`config.mk`:
```
export PLATFORM = sky130hd
export DESIGN_NAME = ls_mem_ctrl
export DESIGN_NICKNAME = d
export VERILOG_FILES = /design/src/rtl/cpu_params_pkg.sv /design/src/rtl/ld_align.sv /design/src/rtl/ls_mem_ctrl.sv
export SDC_FILE = /design/constraint.sdc
export NUM_CORES = 1
export LEC_CHECK = 0
export BUFFER_PORTS_ARGS = -buffer_cell sky130_fd_sc_hd__buf_2
export CAP_MARGIN = 20
export CELL_PAD_IN_SITES_DETAIL_PLACEMENT = 1
export CELL_PAD_IN_SITES_GLOBAL_PLACEMENT = 1
export CORE_MARGIN = 5
export CORE_UTILIZATION = 37
export DETAILED_ROUTE_END_ITERATION = 10
export GPL_TIMING_DRIVEN = 0
export PLACE_DENSITY = 0.83
export SLEW_MARGIN = 10
export SYNTH_ARGS = -nofsm -noshare
export SYNTH_HDL_FRONTEND = slang
export SYNTH_SLANG_ARGS = --single-unit
```
`constraint.sdc`:
```
create_clock -name clk_in -period 4.7 [get_ports clk_in]
set_clock_uncertainty 0.05 [all_clocks]
set_input_delay 0.94 -clock clk_in [delete_from_list [all_inputs] [get_ports clk_in]]
set_output_delay 0.94 -clock clk_in [all_outputs]
set_load 0.03 [all_outputs]
```
`src/rtl/cpu_params_pkg.sv`:
```
// Shared constants for the load/store memory controller: FSM states,
// exception cause codes and the byte-lane enable helper.
package cpu_params_pkg;

    typedef enum logic [1:0] {
        ST_IDLE = 2'd0,
        ST_BUS  = 2'd1,
        ST_RESP = 2'd2
    } ls_state_t;

    localparam logic [3:0] CAUSE_LD_MISALIGN = 4'd4;
    localparam logic [3:0] CAUSE_LD_ACCESS   = 4'd5;
    localparam logic [3:0] CAUSE_ST_MISALIGN = 4'd6;
    localparam logic [3:0] CAUSE_ST_ACCESS   = 4'd7;

    // Byte lanes touched by an access of 1, 2 or 4 bytes at the given word offset.
    function automatic logic [3:0] byte_enable(input logic [2:0] size, input logic [1:0] off);
        case (size)
            3'd1:    return 4'b0001 << off;
            3'd2:    return 4'b0011 << {off[1], 1'b0};
            default: return 4'b1111;
        endcase
    endfunction

endpackage

```
`src/rtl/ld_align.sv`:
```
// Load data alignment: moves the addressed bytes of a bus word down to bit 0
// and sign- or zero-extends them to XLEN.
module ld_align #(
    parameter int XLEN = 32
) (
    input  logic [XLEN-1:0] rd_data,
    input  logic [1:0]      offset,
    input  logic [2:0]      size,
    input  logic            zero_ext,
    output logic [XLEN-1:0] ld_data
);

    logic [XLEN-1:0] shifted;

    always_comb begin
        shifted = rd_data >> {offset, 3'b000};
        case (size)
            3'd1: ld_data = zero_ext ? {{(XLEN-8){1'b0}}, shifted[7:0]}
                                     : {{(XLEN-8){shifted[7]}}, shifted[7:0]};
            3'd2: ld_data = zero_ext ? {{(XLEN-16){1'b0}}, shifted[15:0]}
                                     : {{(XLEN-16){shifted[15]}}, shifted[15:0]};
            default: ld_data = shifted;
        endcase
    end

endmodule

```
`src/rtl/ls_mem_ctrl.sv`:
```
// Load/store memory controller: takes one LS request at a time from the EXE
// stage, runs a single word-aligned data bus access and returns a one-cycle response.
module ls_mem_ctrl
    import cpu_params_pkg::*;
#(
    parameter int XLEN    = 32,
    parameter int TIMEOUT = 255
) (
    input  logic            clk_in,
    input  logic            reset_in,
    // Request: accepted on any cycle where req_valid && req_ready.
    input  logic            req_valid,
    output logic            req_ready,
    input  logic            is_ld,
    input  logic            is_st,
    input  logic [XLEN-1:0] ls_addr,
    input  logic [XLEN-1:0] st_data,
    input  logic [2:0]      size,
    input  logic            zero_ext,
    input  logic            mis,
    input  logic            flush,
    output logic            dbus_req,
    output logic            dbus_rd,
    output logic            dbus_wr,
    output logic [XLEN-1:0] dbus_addr,
    output logic [XLEN-1:0] dbus_wr_data,
    output logic [3:0]      dbus_be,
    input  logic            dbus_ack,
    input  logic            dbus_fault,
    input  logic [XLEN-1:0] dbus_rd_data,
    output logic            rsp_valid,
    output logic [XLEN-1:0] rsp_data,
    output logic            rsp_exc,
    output logic [3:0]      rsp_cause,
    output logic [1:0]      state_dbg
);

    localparam int CW = (TIMEOUT < 2) ? 1 : $clog2(TIMEOUT);
    localparam logic [CW-1:0] CNT_LAST = CW'(TIMEOUT - 1);

    ls_state_t       state_q, state_d;
    logic            is_ld_q, is_st_q, zext_q, exc_q, flush_q;
    logic [XLEN-1:0] addr_q, wdata_q, rdata_q, wdata_rep, ld_data;
    logic [2:0]      size_q;
    logic [3:0]      be_q, cause_q;
    logic [CW-1:0]   cnt_q;
    logic            in_bus, in_resp, timeout_hit;

    assign in_bus      = (state_q == ST_BUS);
    assign in_resp     = (state_q == ST_RESP);
    assign timeout_hit = in_bus && (cnt_q == CNT_LAST);

    always_ff @(posedge clk_in or posedge reset_in) begin
        if (reset_in) state_q <= ST_IDLE;
        else          state_q <= state_d;
    end

    // Ack takes priority over a timeout landing in the same cycle.
    always_comb begin
        state_d = state_q;
        case (state_q)
            ST_IDLE: if (req_valid) state_d = mis ? ST_RESP : ST_BUS;
            ST_BUS:  if (dbus_ack || timeout_hit) state_d = ST_RESP;
            ST_RESP: state_d = ST_IDLE;
            default: state_d = ST_IDLE;
        endcase
    end

    always_comb begin
        case (size)
            3'd1:    wdata_rep = {(XLEN/8){st_data[7:0]}};
            3'd2:    wdata_rep = {(XLEN/16){st_data[15:0]}};
            default: wdata_rep = st_data;
        endcase
    end

    always_ff @(posedge clk_in or posedge reset_in) begin
        if (reset_in) begin
            is_ld_q <= 1'b0;
            is_st_q <= 1'b0;
            zext_q  <= 1'b0;
            exc_q   <= 1'b0;
            flush_q <= 1'b0;
            addr_q  <= '0;
            wdata_q <= '0;
            rdata_q <= '0;
            size_q  <= '0;
            be_q    <= '0;
            cause_q <= '0;
            cnt_q   <= '0;
        end else begin
            case (state_q)
                ST_IDLE: begin
                    flush_q <= 1'b0;
                    if (req_valid) begin
                        is_ld_q <= is_ld;
                        is_st_q <= is_st;
                        addr_q  <= ls_addr;
                        size_q  <= size;
                        zext_q  <= zero_ext;
                        be_q    <= byte_enable(size, ls_addr[1:0]);
                        wdata_q <= wdata_rep;
                        cnt_q   <= '0;
                        exc_q   <= mis;
                        cause_q <= is_ld ? CAUSE_LD_MISALIGN : CAUSE_ST_MISALIGN;
                    end
                end
                ST_BUS: begin
                    cnt_q <= cnt_q + CW'(1);
                    // A flush cannot abort the bus cycle; it only kills the response.
                    if (flush) flush_q <= 1'b1;
                    if (dbus_ack) begin
                        rdata_q <= dbus_rd_data;
                        exc_q   <= dbus_fault;
                        cause_q <= is_ld_q ? CAUSE_LD_ACCESS : CAUSE_ST_ACCESS;
                    end else if (timeout_hit) begin
                        exc_q   <= 1'b1;
                        cause_q <= is_ld_q ? CAUSE_LD_ACCESS : CAUSE_ST_ACCESS;
                    end
                end
                ST_RESP: flush_q <= 1'b0;
                default: ;
            endcase
        end
    end

    ld_align #(.XLEN(XLEN)) u_ld_align (
        .rd_data  (rdata_q),
        .offset   (addr_q[1:0]),
        .size     (size_q),
        .zero_ext (zext_q),
        .ld_data  (ld_data)
    );

    // Bus outputs are decoded from the state so an async reset drops them at once.
    assign req_ready    = (state_q == ST_IDLE);
    assign dbus_req     = in_bus;
    assign dbus_rd      = in_bus && is_ld_q;
    assign dbus_wr      = in_bus && is_st_q;
    assign dbus_addr    = in_bus ? {addr_q[XLEN-1:2], 2'b00} : '0;
    assign dbus_be      = in_bus ? be_q : '0;
    assign dbus_wr_data = (in_bus && is_st_q) ? wdata_q : '0;

    assign rsp_valid = in_resp && !flush_q && !flush;
    assign rsp_exc   = rsp_valid && exc_q;
    assign rsp_cause = (rsp_valid && exc_q) ? cause_q : 4'd0;
    assign rsp_data  = (rsp_valid && !exc_q && is_ld_q) ? ld_data : '0;
    assign state_dbg = state_q;

endmodule

```
==> results of run 1 <==
==> stage by stage <==
stage | setup WS [ns] | hold slack [ns]
2_1_floorplan | 0.4958 | 0.3753
3_3_place_gp | -1.131 | 0.3956
3_5_place_dp | 1.001 | 0.4000
4_1_cts | 0.8714 | 0.4132
5_1_grt | 0.6881 | 0.4305
6_report | 0.9651 | 0.4114
==> power by group <==
| group | total (mW) | switching, mW | leakage [nW] | internal (mW) |
|---|---|---|---|---|
| clock network | 1.33 | 0.473 | 0.299 | 0.862 |
| registers | 1.78 | 0.302 | 1.47 | 1.47 |
| logic | 1.80 | 1.11 | 2.59 | 0.684 |
| total | 4.91 | 1.89 | 4.36 | 3.02 |
==> final cells by class <==
type / count / area [sq um] / share of cell area
plain buffers: 54 / 236.5 / 0.02831
clock buffers: 25 / 515.5 / 0.06172
clock inverters: 7 / 87.58 / 0.01049
inverters: 7 / 31.28 / 0.003745
multi-input cells: 503 / 3064 / 0.3669
flip-flops and latches: 121 / 3028 / 0.3625
well taps: 220 / 275.3 / 0.03296
repair buffers: 218 / 1114 / 0.1333
==> state kept, by name, summed over array words and instances, names as in the netlist, 2 cells and up <==
name and cells:
addr_q 32, rdata_q 32, wdata_q 32, cnt_q 8
be_q 4, cause_q 3, size_q 3, state_dbg 2
==> critical path, cell delays in order (launching register included) <==
cell	delay, ns
dfrtp_1	0.37
buf_2	0.17
nand2b_1	0.26
inv_1	0.13
clkbuf_1	0.44
clkbuf_1	0.53
and2_1	0.23
buf_2	0.20
==> synth_stat cells, types with 7 or more instances <==
| master | number |
|---|---|
| nand2_1 | 181 |
| dfrtp_1 | 121 |
| and2_1 | 37 |
| and3_1 | 35 |
| clkbuf_1 | 35 |
| mux2_2 | 34 |
| mux2i_1 | 33 |
| o21ai_0 | 29 |
| nor2_1 | 25 |
| a211oi_1 | 14 |
| a21oi_1 | 12 |
| a31oi_1 | 11 |
| nor2b_1 | 11 |
| buf_2 | 9 |
| a211oi_2 | 8 |
| a22oi_1 | 8 |
| nor3_1 | 8 |
| o21a_1 | 8 |
| o2bb2ai_1 | 8 |
| inv_1 | 7 |
==> per-layer routing <==
metal,track usage,part of all wire,vias to the layer above
met2,0.3735,0.49,185
met4,0.05507,0.012,10
met3,0.07856,0.079,26
met5,0,0.0036,-
met1,0.2789,0.41,2850
li1,-,-,2793
==> logic make-up (layout without fill, tap and decap cells) <==
| logic type | Yosys count | count (layout) | share of synthesized area |
|---|---|---|---|
| AO/OA/AOI/OAI | 104 | 104 | 0.1145 |
| XOR/XNOR | 3 | 3 | 0.004140 |
| adder cells (fa/ha/maj) | 2 | 2 | 0.003942 |
| buffers and inverters | 61 | 311 | 0.04140 |
| flip-flops | 121 | 121 | 0.4770 |
| multiplexers | 68 | 68 | 0.1159 |
| other | 1 | 3 | 0.0005908 |
| AND/OR/NAND/NOR | 323 | 323 | 0.2425 |
==> cell usage in the layout (no fill, tap or decap), drive strengths merged, types with 2 or more instances in the layout <==
| master | count |
|---|---|
| nor2 | 26 |
| or2 | 2 |
| nor3b | 3 |
| o21a | 8 |
| nor4b | 2 |
| buf | 237 |
| nor3 | 10 |
| nand2b | 5 |
| a22oi | 8 |
| o31ai | 2 |
| and2 | 37 |
| xor2 | 2 |
| o2bb2ai | 8 |
| clkbuf | 60 |
| mux2 | 34 |
| bufinv | 2 |
| o21ai | 29 |
| ha | 2 |
| clkinv | 4 |
| a211oi | 23 |
| dfrtp | 121 |
| conb | 3 |
| mux2i | 33 |
| inv | 7 |
| and3 | 35 |
| a21oi | 12 |
| nor2b | 11 |
| a31oi | 11 |
| nand4 | 2 |
| nand2 | 181 |
| nand3 | 5 |
==> worst max path at each step <==
| stage | to |
|---|---|
| global placement | wdata_q[14] |
| finish | dbus_addr[27] |
| CTS | dbus_addr[27] |
| detailed placement | rsp_data[23] |
| global route | dbus_be[2] |
| floorplan | addr_q[0] |
==> qor.csv, run 1 <==
stage,metric,value,unit
drt,drt-pass1-iter-count,4,
timing,finalCritPeriodShare,0.7947,
timing,period_needed,3.735,ns
synth,async_flop_share,1.000,
cells_and_area,areaGrowthSynthToFinish,31.58,%
cells_and_area,antennaDiodeCount,0,
clock_tree,cts_made_buffers,17,
critical_path,crit_fanout,10,
timing,setup_viol,0,
critical_path,r2r_slack,2.40,ns
placed_design,place_area,7749,sq um
critical_path,timing.rr.start,state_dbg[1],
grt,first_global_vias,6402,
clock_tree,clock_sinks,121,
placed_design,io_buffers,217,
timing,max_slew_margin,0.5453,
floorplanning,fp.dieH,141.0,um
clock_tree,postCtsHoldBufs,0,
placed_design,gp_congestion,0.8427,
synth,synthesis.area,6347,sq um
cells_and_area,post-route-cell-area,8352,sq um
grt,grt_max_degree,68,
power_and_ir_drop,ir_worst_vdd,0.2748,mV
clock_tree,h-tree-depth,4,
drt,num_vias,5864,
floorplanning,num_io_pins,221,
cells_and_area,finalNonFillerCells,1155,
outcome,outcome,completed,
clock_tree,cts_buffer_depth,2,
clock_tree,cts.repair.resized,0,
min_path,hold_path.startpoint,cause_q[2],
critical_path,reg2reg_to,cause_q[0],
floorplanning,core.rowCount,47,
synth,ys.flop_type,dfrtp_1,
cells_and_area,drive_gt1_frac,0.3369,
synth,netlist_instances,683,
drt,final_antenna_net_count,0,
floorplanning,die_x,141.0,um
drt,routed_wl,21.92,mm
clock_tree,postCtsSetupRepairBufs,0,
synth,ys_top_cells_by_area,"dfrtp_1 (48%), nand2_1 (11%), mux2_2 (6.0%)",
grt,grt-ovfl-total,0,
timing,worst_slew_pin_slew,0.6821,ns
synth,synth_edf_count,0,
clock_tree,cts_root_buf,clkbuf_16,
timing,finalSetupTns,0,ns
synth,yosysTopAreaCell,dfrtp_1,
critical_path,critPathRequiredTime,3.71,ns
min_path,min-delay-path-class,flop to flop,
critical_path,rr_worst_depth,7,
critical_path,critical_path.endpoint_type,output port,
synth,ys_seq_elements,121,
power_and_ir_drop,power_density,587.7,nW/um^2
timing,finalHoldViolCount,0,
clock_tree,clk_latency,0.41,ns
drt,drt_iter0_drc,251,
floorplanning,coreArea,16700,sq um
synth,ys_seq_area_frac,0.4770,
min_path,hold_depth,1,
critical_path,critPathLaunchType,flop,
synth,synth_cell_types,45,
critical_path,crit_type,flop to output port,
placed_design,dp.cells,1123,
grt,grt_antenna_before_repair,5,
synth,postSynthAreaPerCell,9.293,sq um
cells_and_area,fillers,2032,
min_path,holdPathEnd,cause_q[2],
power_and_ir_drop,power,4.908,mW
critical_path,startpoint,state_dbg[1],
grt,grt_pass1_wl,35.02,mm
synth,synth_top_area_share,0.4770,
cells_and_area,layout.nets,1033,
critical_path,arrival,2.74,ns
timing,max_clock_freq,267.7,MHz
placed_design,hpwl,16.55,mm
floorplanning,start_util,0.3801,
timing,drv_slew,0,
drt,drcViolationCount,0,
drt,wl_per_cell,18.98,um
floorplanning,dieArea,19870,sq um
cells_and_area,fin_util,0.5001,
synth,yosys_warnings,0,
clock_tree,clkTransAtPathRegs,0.05,ns
timing,rsz0062_at_grt,no,
drt,post_drt_via_cell_ratio,5.077,
clock_tree,tritoncts,built,
power_and_ir_drop,power_leakage,4.364,nW
run,cap_viol_max_count,0,
grt,grt_use_total,0.2238,
No activity file was read; power rests on OpenSTA's default activity.
==> run 2: changes to the inputs <==
--- a/config.mk
+++ b/config.mk
@@ -10,10 +10,10 @@
 export CELL_PAD_IN_SITES_DETAIL_PLACEMENT = 1
 export CELL_PAD_IN_SITES_GLOBAL_PLACEMENT = 1
 export CORE_MARGIN = 5
-export CORE_UTILIZATION = 37
+export CORE_UTILIZATION = 34
 export DETAILED_ROUTE_END_ITERATION = 10
 export GPL_TIMING_DRIVEN = 0
-export PLACE_DENSITY = 0.83
+export PLACE_DENSITY = 0.81
 export SLEW_MARGIN = 10
 export SYNTH_ARGS = -nofsm -noshare
 export SYNTH_HDL_FRONTEND = slang
==> constraint.sdc (replaced) <==
create_clock -name clk_in -period 3.4 [get_ports clk_in]
set_clock_uncertainty 0.05 [all_clocks]
set_input_delay 0.68 -clock clk_in [delete_from_list [all_inputs] [get_ports clk_in]]
set_output_delay 0.68 -clock clk_in [all_outputs]
set_load 0.03 [all_outputs]
==> qor.csv, run 2 (synthesis results as in run 1) <==
stage,metric,value,unit,change
outcome,outcome,completed,,
cells_and_area,layout.nets,1036,,+0.29%
clock_tree,clock_sinks,121,,unchanged
critical_path,cp_slowest_cell,a211oi_4,,
power_and_ir_drop,power_density,816.2,nW/um^2,+39%
min_path,min-delay-path-class,primary input to asynchronous set/reset pin,,
power_and_ir_drop,power,6.909,mW,+41%
critical_path,arrival,2.52,ns,-0.22 ns
timing,max_clock_freq,307.9,MHz,
critical_path,crit_type,flop to output port,,
power_and_ir_drop,ir_worst_vdd,0.3588,mV,+31%
floorplanning,fp.dieH,146.6,um,+4.0%
critical_path,cpPeakStageDelay,0.45,ns,-0.08 ns
drt,drt-pass1-iter-count,4,,unchanged
grt,grt-ovfl-total,0,,unchanged
critical_path,rr_worst_depth,6,,-1
cells_and_area,post-route-cell-area,8464,sq um,+1.3%
floorplanning,die_x,146.6,um,+4.0%
placed_design,dp.cells,1139,,+1.4%
drt,num_vias,5932,,+1.2%
grt,grt_use_total,0.2103,,-0.01353
placed_design,pre_cts_ws,0.1029,ns,-0.8986 ns
clock_tree,clk_latency,0.41,ns,about the same
clock_tree,cts_made_buffers,17,,unchanged
power_and_ir_drop,power_leakage,4.401,nW,+0.85%
drt,wl_per_cell,19.20,um,+1.1%
placed_design,place_area,7797,sq um,+0.63%
critical_path,crit_fanout,10,,unchanged
grt,first_global_vias,6297,,-1.6%
critical_path,r2r_slack,0.95,ns,-1.45 ns
power_and_ir_drop,power.share.clock,0.284,,+0.012
cells_and_area,top_regs,"addr_q (32), rdata_q (32), wdata_q (32)",,
run,cap_viol_max_count,0,,unchanged
critical_path,critical_path.endpoint_type,output port,,
clock_tree,h-tree-depth,4,,unchanged
clock_tree,tritoncts,built,,
power_and_ir_drop,switchingPower,2.582,mW,+37%
drt,drcViolationCount,0,,unchanged
drt,drt_iter0_drc,165,,-34%
floorplanning,dieArea,21500,sq um,+8.2%
critical_path,cp_top_family,buffers and inverters,,
cells_and_area,finalNonFillerCells,1171,,+1.4%
placed_design,hpwl,17.23,mm,+4.1%
power_and_ir_drop,swShare,0.3737,,-0.01106
power_and_ir_drop,pwr-share-seq,0.354,,-0.008
clock_tree,cts_root_buf,clkbuf_16,,
floorplanning,num_io_pins,221,,unchanged
cells_and_area,mostFrequentLayoutCell,buf_2,,
timing,finalCritPeriodShare,0.9552,,
critical_path,cp_cell_sequence,buf_4 -> nor2b_1 -> buf_1 -> o2bb2ai_1 -> a211oi_4 -> buf_6 -> a211oi_2 -> buf_2,,
drt,post_drt_via_cell_ratio,5.066,,-0.22%
cells_and_area,areaGrowthSynthToFinish,33.35,%,
critical_path,path_buf_inv,4,,-1
timing,max_slew_margin,0.5395,,-0.005785
timing,period_needed,3.248,ns,
drt,routed_wl,22.48,mm,+2.5%
placed_design,gp_congestion,0.8759,,+3.9%
timing,layout_setup_ws,0.1522,ns,-0.8129 ns
cells_and_area,final_cell_mix,"buf_2 (227), nand2_1 (181), dfrtp_1 (121), and2_1 (37), and3_1 (35)",,
clock_tree,cts_buffer_depth,2,,unchanged
power_and_ir_drop,comb_power_share,0.362,,-0.004
power_and_ir_drop,internal_power,4.327,mW,+43%
timing,finalSetupTns,0,ns,unchanged
timing,worst_slew_pin_slew,0.6893,ns,+0.007227 ns
grt,grt_antenna_before_repair,6,,+1
placed_design,io_buffers,217,,unchanged
timing,drv_slew,0,,unchanged
floorplanning,core.rowCount,50,,+6.4%
timing,rsz0062_at_grt,no,,
grt,grt_max_degree,36,,-47%
critical_path,path_depth,8,,+1
floorplanning,coreArea,18520,sq um,+11%
critical_path,critPathRequiredTime,2.67,ns,-1.04 ns
clock_tree,clkTransAtPathRegs,0.05,ns,about the same
timing,timing.hold.ws,0.3253,ns,-0.08608 ns
cells_and_area,fin_util,0.4571,,-0.04298
critical_path,critPathLaunchType,flop,,
cells_and_area,drive_gt1_frac,0.3451,,+0.008187
floorplanning,start_util,0.3428,,-0.03729
timing,setup_viol,0,,unchanged
grt,grt_pass1_wl,35.60,mm,+1.7%
timing,finalHoldViolCount,0,,unchanged
drt,final_antenna_net_count,0,,unchanged
-- run 2: worst paths after layout --
kind / end / start
max: rsp_data[31] / addr_q[0]
min: state_dbg[1] / reset_in
max reg2reg: rdata_q[19] / state_dbg[1]
min reg2reg: be_q[0] / be_q[0]
max in group asynchronous: addr_q[31] / reset_in
min in group clk_in: addr_q[4] / ls_addr[4]
-- run 2: area by class of cell --
class                      instances  area, sq um
timing repair buffer             222         1161
sequential                       121         3028
inverter                           7        33.78
tap                              234        292.8
clock buffer                      23        508.0
fill                            2235        10050
antenna                            1        2.502
multi-input combinational        503         3064
buffer                            53        236.5
clock inverter                     7        137.6
-- run 2: power groups by stage --
stage          clock network [mW]  logic (mW)  registers, mW
2_1_floorplan                   0        1.82           2.32
4_1_cts                      2.01        2.51           2.44
3_5_place_dp                    0        2.50           2.47
6_report                     1.97        2.50           2.45
5_1_grt                      2.09        2.75           2.52
3_3_place_gp                    0        2.43           2.43
-- run 2: layer usage --
metal	track usage	part of all wire	vias to the layer above
met3	0.07573	0.077	26
met1	0.2655	0.43	2892
met4	0.04986	0.012	10
li1	-	-	2797
met5	0	0.0025	-
met2	0.3452	0.48	207
-- run 2: what timing repair did --
item,in CTS,in global routing
resized for setup,1,6
endpoints found under the setup margin,49,49
hold buffers,0,0
buffers inserted,0,2
